File: src/rtl/ctrl_sequencer.sv
// ctrl_sequencer: drives the controller's start/enable word, counts channel and group completions, and flags errors.
// Build macro CTRL_SEQ_CHECK_EN adds the status-transition legality checker (err_code 3).

module ctrl_sequencer #(
  parameter int unsigned GROUPS    = 560,
  parameter int unsigned OUT_LEN   = 7,
  parameter int unsigned START_TO  = 16,
  parameter int unsigned STALL_MAX = 8
) (
  input  logic        clk,
  input  logic        rst_n,
  input  logic        go,
  input  logic        pause,
  input  logic        abort,
  input  logic [31:0] status,
  output logic [31:0] ctrl,
  output logic        busy,
  output logic        done,
  output logic        err,
  output logic [1:0]  err_code,
  output logic [15:0] grp_cnt,
  output logic [5:0]  ch_cnt
);

  typedef enum logic [2:0] {S_IDLE, S_START, S_RUN, S_DONE, S_ERR} state_t;
  typedef enum logic [1:0] {E_NONE = 2'd0, E_START_TO = 2'd1, E_STALL = 2'd2, E_ILLEGAL = 2'd3} err_t;

  localparam logic [31:0] ST_IDLE = 32'h0000;
  localparam logic [31:0] ST_CA   = 32'h0200;
  localparam logic [31:0] ST_OUT  = 32'h1000;

  localparam int unsigned OW = $clog2(OUT_LEN + 1);
  localparam int unsigned TW = $clog2(START_TO + 1);
  localparam int unsigned SW = $clog2(STALL_MAX + 1);

  localparam logic [OW-1:0] OUT_LAST   = OW'(OUT_LEN - 1);
  localparam logic [TW-1:0] START_LAST = TW'(START_TO - 1);
  localparam logic [SW-1:0] STALL_LAST = SW'(STALL_MAX - 1);
  localparam logic [15:0]   GROUPS_W   = 16'(GROUPS);

  state_t        state;
  logic          start_q;
  logic          en_q;
  logic          en_d;
  logic [31:0]   prev_status;
  logic [OW-1:0] out_run;
  logic [TW-1:0] start_timer;
  logic [SW-1:0] stall_cnt;

  logic          status_chg;
  logic          ch_entry;
  logic          grp_last;
  logic          grp_final;
  logic [15:0]   grp_sat;
  logic          stall_hit;
  logic          illegal;
  logic          fault;
  err_t          fault_code;

  assign ctrl = {29'b0, en_q, 1'b0, start_q};

  assign status_chg = (status != prev_status);
  assign ch_entry   = (status == ST_CA) && (prev_status != ST_CA);
  // The controller advances OUT only on cycles it sees enable, so count against the live en bit.
  assign grp_last   = (status == ST_OUT) && en_q && (out_run == OUT_LAST);
  assign grp_final  = grp_last && (grp_cnt != 16'hFFFF) && ((grp_cnt + 16'd1) == GROUPS_W);
  assign grp_sat    = (grp_cnt == 16'hFFFF) ? grp_cnt : grp_cnt + 16'd1;
  assign stall_hit  = en_d && !pause && !status_chg && (stall_cnt == STALL_LAST);

`ifdef CTRL_SEQ_CHECK_EN
  function automatic logic legal_step(input logic [31:0] from, input logic [31:0] to);
    case (from)
      32'h0000: legal_step = (to == 32'h0003);
      32'h0003: legal_step = (to == 32'h0033);
      32'h0033: legal_step = (to == 32'h0031);
      32'h0031: legal_step = (to == 32'h0011);
      32'h0011: legal_step = (to == 32'h0010);
      32'h0010: legal_step = (to == 32'h000C);
      32'h000C: legal_step = (to == 32'h00C0);
      32'h00C0: legal_step = (to == 32'h0003) || (to == 32'h0100);
      32'h0100: legal_step = (to == 32'h0200);
      32'h0200: legal_step = (to == 32'h0003) || (to == 32'h0400);
      32'h0400: legal_step = (to == 32'h0800);
      32'h0800: legal_step = (to == 32'h1000);
      32'h1000: legal_step = (to == 32'h0003) || (to == 32'h0000);
      default:  legal_step = 1'b0;
    endcase
  endfunction

  // A change while the previous-cycle enable was low cannot have been caused by us.
  assign illegal = status_chg && (!en_d || !legal_step(prev_status, status));
`else
  assign illegal = 1'b0;
`endif

  always_comb begin
    // NOTE: defaults first so every path assigns both outputs and no latch is inferred.
    fault      = 1'b0;
    fault_code = E_NONE;
    case (state)
      S_IDLE: begin
        if (go && status != ST_IDLE) begin
          fault      = 1'b1;
          fault_code = E_STALL;
        end
      end
      S_START: begin
        if (status == ST_IDLE && start_timer == START_LAST) begin
          fault      = 1'b1;
          fault_code = E_START_TO;
        end
      end
      S_RUN: begin
        if (illegal) begin
          fault      = 1'b1;
          fault_code = E_ILLEGAL;
        end else if (stall_hit) begin
          fault      = 1'b1;
          fault_code = E_STALL;
        end
      end
      default: ;
    endcase
  end

  // NOTE: every register, counters included, has a defined reset value; there is no storage array here.
  always_ff @(posedge clk or negedge rst_n) begin
    if (!rst_n) begin
      state       <= S_IDLE;
      start_q     <= 1'b0;
      en_q        <= 1'b0;
      en_d        <= 1'b0;
      prev_status <= '0;
      out_run     <= '0;
      start_timer <= '0;
      stall_cnt   <= '0;
      busy        <= 1'b0;
      done        <= 1'b0;
      err         <= 1'b0;
      err_code    <= 2'd0;
      grp_cnt     <= '0;
      ch_cnt      <= '0;
    end else begin
      // NOTE: non-blocking assignments so every register samples pre-edge values.
      prev_status <= status;
      en_d        <= en_q;
      done        <= 1'b0;
      if (abort) begin
        state   <= S_IDLE;
        start_q <= 1'b0;
        en_q    <= 1'b0;
        busy    <= 1'b0;
        err     <= 1'b0;
      end else if (fault) begin
        state    <= S_ERR;
        start_q  <= 1'b0;
        en_q     <= 1'b0;
        busy     <= 1'b0;
        err      <= 1'b1;
        err_code <= fault_code;
      end else begin
        case (state)
          S_IDLE: begin
            if (go) begin
              state       <= S_START;
              start_q     <= 1'b1;
              en_q        <= 1'b1;
              busy        <= 1'b1;
              grp_cnt     <= '0;
              ch_cnt      <= '0;
              out_run     <= '0;
              start_timer <= '0;
              stall_cnt   <= '0;
              err_code    <= 2'd0;
            end
          end
          S_START: begin
            if (status != ST_IDLE) begin
              state   <= S_RUN;
              start_q <= 1'b0;
              en_q    <= !pause;
            end else begin
              start_timer <= start_timer + TW'(1);
            end
          end
          S_RUN: begin
            en_q <= !pause;
            if (ch_entry) ch_cnt <= ch_cnt + 6'd1;
            // A paused OUT cycle holds the run count; leaving OUT restarts it.
            if (status != ST_OUT) out_run <= '0;
            else if (en_q)        out_run <= grp_last ? '0 : out_run + OW'(1);
            stall_cnt <= (en_d && !pause && !status_chg) ? stall_cnt + SW'(1) : '0;
            if (grp_last) begin
              grp_cnt <= grp_sat;
              ch_cnt  <= '0;
              if (grp_final) begin
                state <= S_DONE;
                en_q  <= 1'b0;
                busy  <= 1'b0;
                done  <= 1'b1;
              end
            end
          end
          S_DONE:  state <= S_IDLE;
          default: ;
        endcase
      end
    end
  end

endmodule

File: config.mk
export PLATFORM = sky130hd
export DESIGN_NAME = ctrl_sequencer
export DESIGN_NICKNAME = d
export VERILOG_FILES = /design/src/rtl/ctrl_sequencer.sv
export SDC_FILE = /design/constraint.sdc
export NUM_CORES = 1
export LEC_CHECK = 0
export CAP_MARGIN = 30
export CORE_ASPECT_RATIO = 0.7
export CORE_MARGIN = 3
export CORE_UTILIZATION = 51
export DETAILED_ROUTE_END_ITERATION = 16
export PLACE_DENSITY = 0.87
export SYNTH_ARGS = -nofsm -noshare
export SYNTH_HDL_FRONTEND = slang
export SYNTH_SLANG_ARGS = --single-unit
File: constraint.sdc
create_clock -name clk -period 3.1 [get_ports clk]
set_clock_uncertainty 0.15 [all_clocks]
set_input_delay 0.62 -clock clk [delete_from_list [all_inputs] [get_ports clk]]
set_output_delay 0.62 -clock clk [all_outputs]
set_load 0.01 [all_outputs]
After elaboration in Yosys (flattened, before gate mapping)
Cells that the tools add are included.
W data, S select, Z words.
{ "totals": {"reg_bits": 77, "latch_bits": 0, "ram_bits": 0, "out_inout_bits": 59, "wordCells": 139, "memories": 0, "rom_bits": 0, "input_bits": 37} }
{ "classes": {"shifts": 0, "n_mul": 0, "addsub": 5, "n_reduce_logical": 34, "bitwise": 2, "eq_ne": 24, "div_mod_pow": 0, "muxes": 60, "n_lt_le_gt_ge": 0} }
{ "ops": {"columns": ["operator", "count"], "rows": [
  ["$mux W16", 3],
  ["$eq A32 B10 Y1 const B", 1],
  ["$eq A32 B13 Y1 const B", 1],
  ["$logic_not A32 Y1", 1],
  ["$ne A32 B10 Y1 const B", 1],
  ["$ne A32 B13 Y1 const B", 1],
  ["$ne A32 B32 Y1", 1],
  ["$pmux W16 S2", 1],
  ["$reduce_bool A32 Y1", 1],
  ["$mux W3", 10],
  ["$mux W1", 24],
  ["$reduce_and A5 Y1", 4],
  ["$mux W6", 3],
  ["$add A16 B1 Y16 const B", 1],
  ["$eq A16 B10 Y1 const B", 1],
  ["$eq A16 B16 Y1 const B", 1],
  ["$ne A16 B16 Y1 const B", 1],
  ["$ne A4 B4 Y1 const B", 4],
  ["$pmux W3 S4", 1],
  ["$pmux W6 S2", 1],
  ["$logic_and A1 B1 Y1", 10],
  ["$mux W2", 5],
  ["$mux W5", 2],
  ["$pmux W5 S2", 1],
  ["other kinds (27)", 45]
]} }

Longest topological paths before layout
{ "depth": {"depth_word": 10, "mapped_depth": 10, "mapped_depth_nobuf": 8} }

Worst setup path before layout
No wires, ideal clock.
{ "synth_path": {"path_type": "input port to flip-flop", "from": "input status[11]", "to": "register ch_cnt[4]", "path_slack_ns": 0.303, "arrival_time_ns": 2.583, "cell_stages": 6, "n_path_buf": 0, "required_ns": 2.885, "setup_time_ns": 0.065, "cell_sequence": "nor4_1 -> nand4_1 -> a2111oi_0 -> and4_1 -> nor4b_1 -> a211o_1"} }
{ "synth_via": {"elab_chain_cells": 8, "elab_cells_between_ends": 22, "cone_classes": "4 x eq/ne; 6 x mux; 1 x bitwise; 11 x reduce/logical"} }
{ "synth_lines": {"columns": ["element", "line_no", "text"], "rows": [
  ["start, declared", "15", "input logic [31:0] status,"],
  ["$ne A32 B32 Y1", "62", "assign status_chg = (status != prev_status);"],
  ["$logic_not A1 Y1", "68", "assign stall_hit = en_d && !pause && !status_chg && (stall_cnt == STALL_LAST);"],
  ["$logic_and A1 B1 Y1 (2 in a row)", "68", null],
  ["$mux W1", "117", "end else if (stall_hit) begin"],
  ["$pmux W1 S3", "100", "case (state)"],
  ["$not A1 Y1 (no source line)", null, null],
  ["$reduce_and A5 Y1 (no source line)", null, null],
  ["end signal, assigned", "188", "if (ch_entry) ch_cnt <= ch_cnt + 6'd1;"],
  ["end, declared", "22", "output logic [5:0] ch_cnt"]
]} }
Several ways; a longest one is shown, not always the timed one.
A chain may end at the register's enable or synchronous reset.

Final worst setup path
{ "layout_path": {"from": "input status[7]", "to": "register grp_cnt[6]"} }
{ "layout_via": {"elab_chain_cells": 8, "elab_cells_between_ends": 18, "cone_classes": "3 x eq/ne; 4 x mux; 1 x bitwise; 10 x reduce/logical"} }
{ "layout_lines": {"columns": ["element", "line_no", "text"], "rows": [
  ["$ne A32 B32 Y1", "62", null],
  ["$logic_not A1 Y1", "68", null],
  ["$logic_and A1 B1 Y1 (2 in a row)", "68", null],
  ["$mux W1", "117", null],
  ["$pmux W1 S3", "100", null],
  ["$not A1 Y1 (no source line)", null, null],
  ["$reduce_and A6 Y1 (no source line) (*)", null, null],
  ["end signal, assigned", "194", "grp_cnt <= grp_sat;"],
  ["end, declared", "21", "output logic [15:0] grp_cnt,"]
]} }
Every way passes the cells marked *; elsewhere a longest branch is shown, timed or not.

==> impl_summary.md <==
GRT
The residual overflow from global routing is 0. For this run, global-route usage on met2 was measured as between 40 and 50%. The layer flagged by global routing as most heavily used is met2. The first-pass GRT wire length is 20500 µm.

Global routing used between 20% and 30% of the available tracks across all layers. For met1 alone, demand over resource in global routing was a little under two fifths. Entering global routing, the biggest net connects 78 pins.

The initial antenna violation count is 0. The number of global-route vias before repair is roughly 4k. Global routing consumed, on the met3 layer, under 10% of the routing resources.

Logic synthesis
The share of the synthesized area in the top cell type is between 40 and 50%. The mean cell area of the mapped netlist is between 9 and 10 µm². The combinational family with the most area after synthesis is simple AND/OR/NAND/NOR gates. The most area-hungry cell type in the Yosys netlist is sky130_fd_sc_hd__dfrtp_1. The most common cell in the synthesized netlist is sky130_fd_sc_hd__dfrtp_1. The post-synthesis cell count is 447. Ranked by total cell area, the synthesized netlist is headed by sky130_fd_sc_hd__dfrtp_1 (45%), sky130_fd_sc_hd__xor2_1 (5.9%), sky130_fd_sc_hd__buf_4 (5.6%). The fraction of the mapped netlist area in compound gates is between 10% and 20%. The fraction of registers with async set or reset after synthesis is between 90% and 100%.

The number of enable flip-flop cells after synthesis is 0. By count the netlist is led by sky130_fd_sc_hd__dfrtp_1 (77), sky130_fd_sc_hd__o21ai_0 (44), sky130_fd_sc_hd__buf_4 (32). For this run, the register share of the synthesized area comes to ~45%. The count of distinct cell types in the synthesized netlist is 58. The synthesized netlist devotes between 15 and 20% of its cell area to simple gates. After synthesis the netlist holds a flip-flop and latch count of between 70 and 80.

The dominant register cell in the synthesized netlist is sky130_fd_sc_hd__dfrtp_1. The count of warnings emitted by yosys is 0. The synthesized netlist devotes approximately 2.3% of its cell area to adder and majority cells.

The xor/xnor share of the synthesized area is 6.94%. The cell area that synthesis handed to floorplanning was 4290 µm². In the synthesized netlist, mux cells make up 0.467% of the area.

Run status
The run finished, with violations left. The final reports fail on setup timing.

STA
The ratio of final minimum period to clock period is 102%. The clock period minus final worst setup slack is ~3200 ps. Hold is met by ~28 ps.

After routing, the total negative slack on setup checks comes to -315 ps. The number of endpoints failing setup at the final stage is 8. The final max-slew violation count was 0.

Derived from the worst setup path, the maximum achievable clock frequency is 315 MHz. The slew of the pin with the lowest slew margin is around 750 ps. The hold violation count in the final report was 0. The final critical-path setup slack is -75.4 ps.

Measured against its own limit, the worst slew margin works out to around 50%.

Hold path
The tightest min-delay check is of the in2async type.

Power
The net switching power of the design is roughly 650 µW. Combinational logic is responsible for between 10% and 20% of the overall power. The internal portion of the total power is between 1.5 and 2 mW.

Per report_power, the clock group accounts for 46.4% of the total. The reported leakage power is approximately 2.8 nW. Summing internal, switching and leakage power gives 2.62 mW.

The fraction of power spent switching nets is between 20% and 30%. Across the VDD grid, the largest voltage drop is 225 µV. The sequential share of power is approximately 41%. Dividing total power by cell area gives a power density of between 400 and 500 nW/µm².

Cells and area
The layout overhead on the synthesized area is 36.8%. The summed area of non-filler cells in the final layout is slightly below 6000 µm². The number of nets in the layout is ~610. Cells with a size suffix above 1 make up between 15 and 20% of the layout. 0 antenna diodes ended up in the layout.

Route
The total DRC errors in the routed layout is 0. The number of nets with antenna violations after routing is 0. Dividing the detail-routed wire length by the instance count gives around 21 µm. In the routed layout, each cell is associated on average with a via count of 6.46. The pre-antenna-repair detailed-routing pass consisted of 6 iterations. The final route contains about 4.3k vias.

For this block, the routed nets add up to around 14000 µm of wire. The DRC violation total after the first TritonRoute iteration is slightly above 600.

Die
The floorplan step defined a die boundary enclosing between 9000 and 10000 µm². The number of placed I/O pins is 96. The height of the die is 82.7 µm. From left edge to right edge, the die measures 116 µm.

For this configuration, the core starts out at a cell density of 53.6%. The initialized floorplan defines 27 standard-cell rows. The core region area is between 8000 and 9000 µm².

Critical path
The critical-path maximum fanout is 4. The worst path arrival time is approximately 3300 ps. The path type of the worst setup path is in2reg. The worst setup path is captured at a register. The startpoint type of the worst setup path is a primary input. The worst path required time is ~3200 ps. The worst-case register-to-register setup slack is between 150 and 200 ps.

Clock network
Hold repair after CTS inserted 0 buffers. The CTS buffer count is 9. The clock net in this run drives a total of 77 sinks. The clock edge transition at the registers on the reported setup and hold paths is approximately 60 ps. The insertion delay to the later sink of the worst-skew pair is about 350 ps.

TritonCTS built the clock tree. In this run the number of H-tree levels came out at 3. The tree is rooted in a sky130_fd_sc_hd__clkbuf_16.

The number of buffers on the longest clock path is 2.

Placed design
At the end of routability-driven placement, the weighted congestion stood at ~0.9. The number of input and output port buffers inserted is 65. The detailed placement HPWL is between 8000 and 9000 µm. Prior to clock tree synthesis, the placed netlist has a worst setup slack of -545 ps. After detailed placement, the total cell area comes to between 5000 and 6000 µm².

Run
Max-cap violations in this run came to 0.
[power groups by stage]
stage               combinational [mW]  clock (mW)  sequential, mW
floorplan                        0.153           0            1.09
global placement                 0.288           0            1.09
detailed placement               0.297           0            1.09
CTS                              0.307        1.22            1.08
global route                     0.351        1.27            1.08
finish                           0.325        1.21            1.08
[what timing repair did]
action	CTS	global route
buffers inserted	0	6
pin swaps	3	13
endpoints found under the setup margin	38	36
gates resized for setup	16	35
[worst max-delay path, stage by stage]
cell,delay (ps)
sky130_fd_sc_hd__clkdlybuf4s50_1,440
sky130_fd_sc_hd__buf_4,150
sky130_fd_sc_hd__nor2_1,100
sky130_fd_sc_hd__nand4_1,140
sky130_fd_sc_hd__buf_4,200
sky130_fd_sc_hd__nor4_4,270
sky130_fd_sc_hd__mux2i_2,160
sky130_fd_sc_hd__a211o_1,350
sky130_fd_sc_hd__or3_4,450
sky130_fd_sc_hd__o41ai_4,370
[worst paths after layout]
kind,to,start,cells past startpoint
max in group asynchronous,grp_cnt[13]$_DFFE_PN0P_,rst_n,2
worst min register to register,start_timer[3]$_DFFE_PN0P_,start_timer[3]$_DFFE_PN0P_,1
worst min-delay path,en_q$_DFFE_PN0P_,rst_n,1
min in group clk,start_timer[3]$_DFFE_PN0P_,start_timer[3]$_DFFE_PN0P_,1
worst max register to register,done$_DFF_PN0_,grp_cnt[3]$_DFFE_PN0P_,7
worst max-delay path,grp_cnt[6]$_DFFE_PN0P_,status[7],10
[sequential cells by signal, indices dropped and copies added, names as in the netlist]
register	count
prev_status	32
grp_cnt	16
ch_cnt	6
start_timer	5
stall_cnt	4
out_run	3
state	3
err_code	2
busy	1
done	1
en_d	1
en_q	1
err	1
start_q	1
[final cells by class]
class,count,area [µm²]
inverter,12,45.0
clock buffer,9,225
timing repair buffer,125,1200
sequential,77,1930
fill,506,2140
clock inverter,7,114
multi-input combinational,337,2230
tap,101,126
[metal layers]
metal | vias up | share of wire (%)
met2 | 352 | 45
met5 | - | 0
met1 | 2049 | 39
met3 | 86 | 11
met4 | 0 | 4.4
li1 | 1825 | -
[cells by family after synthesis]
kind of cell	count (synthesis)
simple gates	151
compound gates	112
flops	77
buf+inv	62
xor+xnor	34
fa+ha+maj	8
mux	2
other cells	1
[per-stage QoR]
step	utilization, %	cells
5_1_grt	73.2	668
6_report	73.2	668
2_1_floorplan	-	476
3_3_place_gp	65.6	645
3_5_place_dp	65.6	645
4_1_cts	70.9	661
[cell usage in the layout (no fill, tap or decap), types with 3 or more instances in the layout]
| master | netlist | final |
|---|---|---|
| sky130_fd_sc_hd__nor2b_1 | 3 | 3 |
| sky130_fd_sc_hd__dfrtp_1 | 77 | 77 |
| sky130_fd_sc_hd__a21o_1 | 3 | 3 |
| sky130_fd_sc_hd__nand3_1 | 14 | 13 |
| sky130_fd_sc_hd__nor3_1 | 9 | 9 |
| sky130_fd_sc_hd__nor4_1 | 25 | 17 |
| sky130_fd_sc_hd__nand4_1 | 11 | 11 |
| sky130_fd_sc_hd__xor2_1 | 29 | 29 |
| sky130_fd_sc_hd__o21ai_0 | 44 | 42 |
| sky130_fd_sc_hd__nor4_4 | 1 | 3 |
| sky130_fd_sc_hd__clkdlybuf4s50_1 | 0 | 36 |
| sky130_fd_sc_hd__o41ai_1 | 4 | 3 |
| sky130_fd_sc_hd__dlymetal6s2s_1 | 0 | 28 |
| sky130_fd_sc_hd__buf_4 | 32 | 59 |
| sky130_fd_sc_hd__o211ai_1 | 3 | 3 |
| sky130_fd_sc_hd__a41oi_1 | 4 | 4 |
| sky130_fd_sc_hd__nand2_1 | 22 | 22 |
| sky130_fd_sc_hd__and2_1 | 6 | 6 |
| sky130_fd_sc_hd__nor4_2 | 1 | 7 |
| sky130_fd_sc_hd__nor2_1 | 26 | 26 |
| sky130_fd_sc_hd__conb_1 | 1 | 30 |
| sky130_fd_sc_hd__a211o_1 | 3 | 3 |
| sky130_fd_sc_hd__ha_1 | 8 | 8 |
| sky130_fd_sc_hd__clkinv_2 | 0 | 3 |
| sky130_fd_sc_hd__inv_1 | 12 | 12 |
| sky130_fd_sc_hd__a21oi_1 | 17 | 17 |
| sky130_fd_sc_hd__nand2b_1 | 5 | 5 |
| sky130_fd_sc_hd__a31oi_1 | 5 | 5 |
| sky130_fd_sc_hd__clkbuf_16 | 0 | 9 |
| sky130_fd_sc_hd__bufinv_16 | 0 | 3 |
| sky130_fd_sc_hd__o31ai_1 | 12 | 10 |
| sky130_fd_sc_hd__or3_1 | 6 | 5 |
| sky130_fd_sc_hd__and3_1 | 5 | 5 |
| sky130_fd_sc_hd__and4_1 | 5 | 5 |
| sky130_fd_sc_hd__nor4b_1 | 3 | 3 |
| sky130_fd_sc_hd__xnor2_1 | 5 | 5 |
Note: power is estimated with default switching activity, not from simulation.
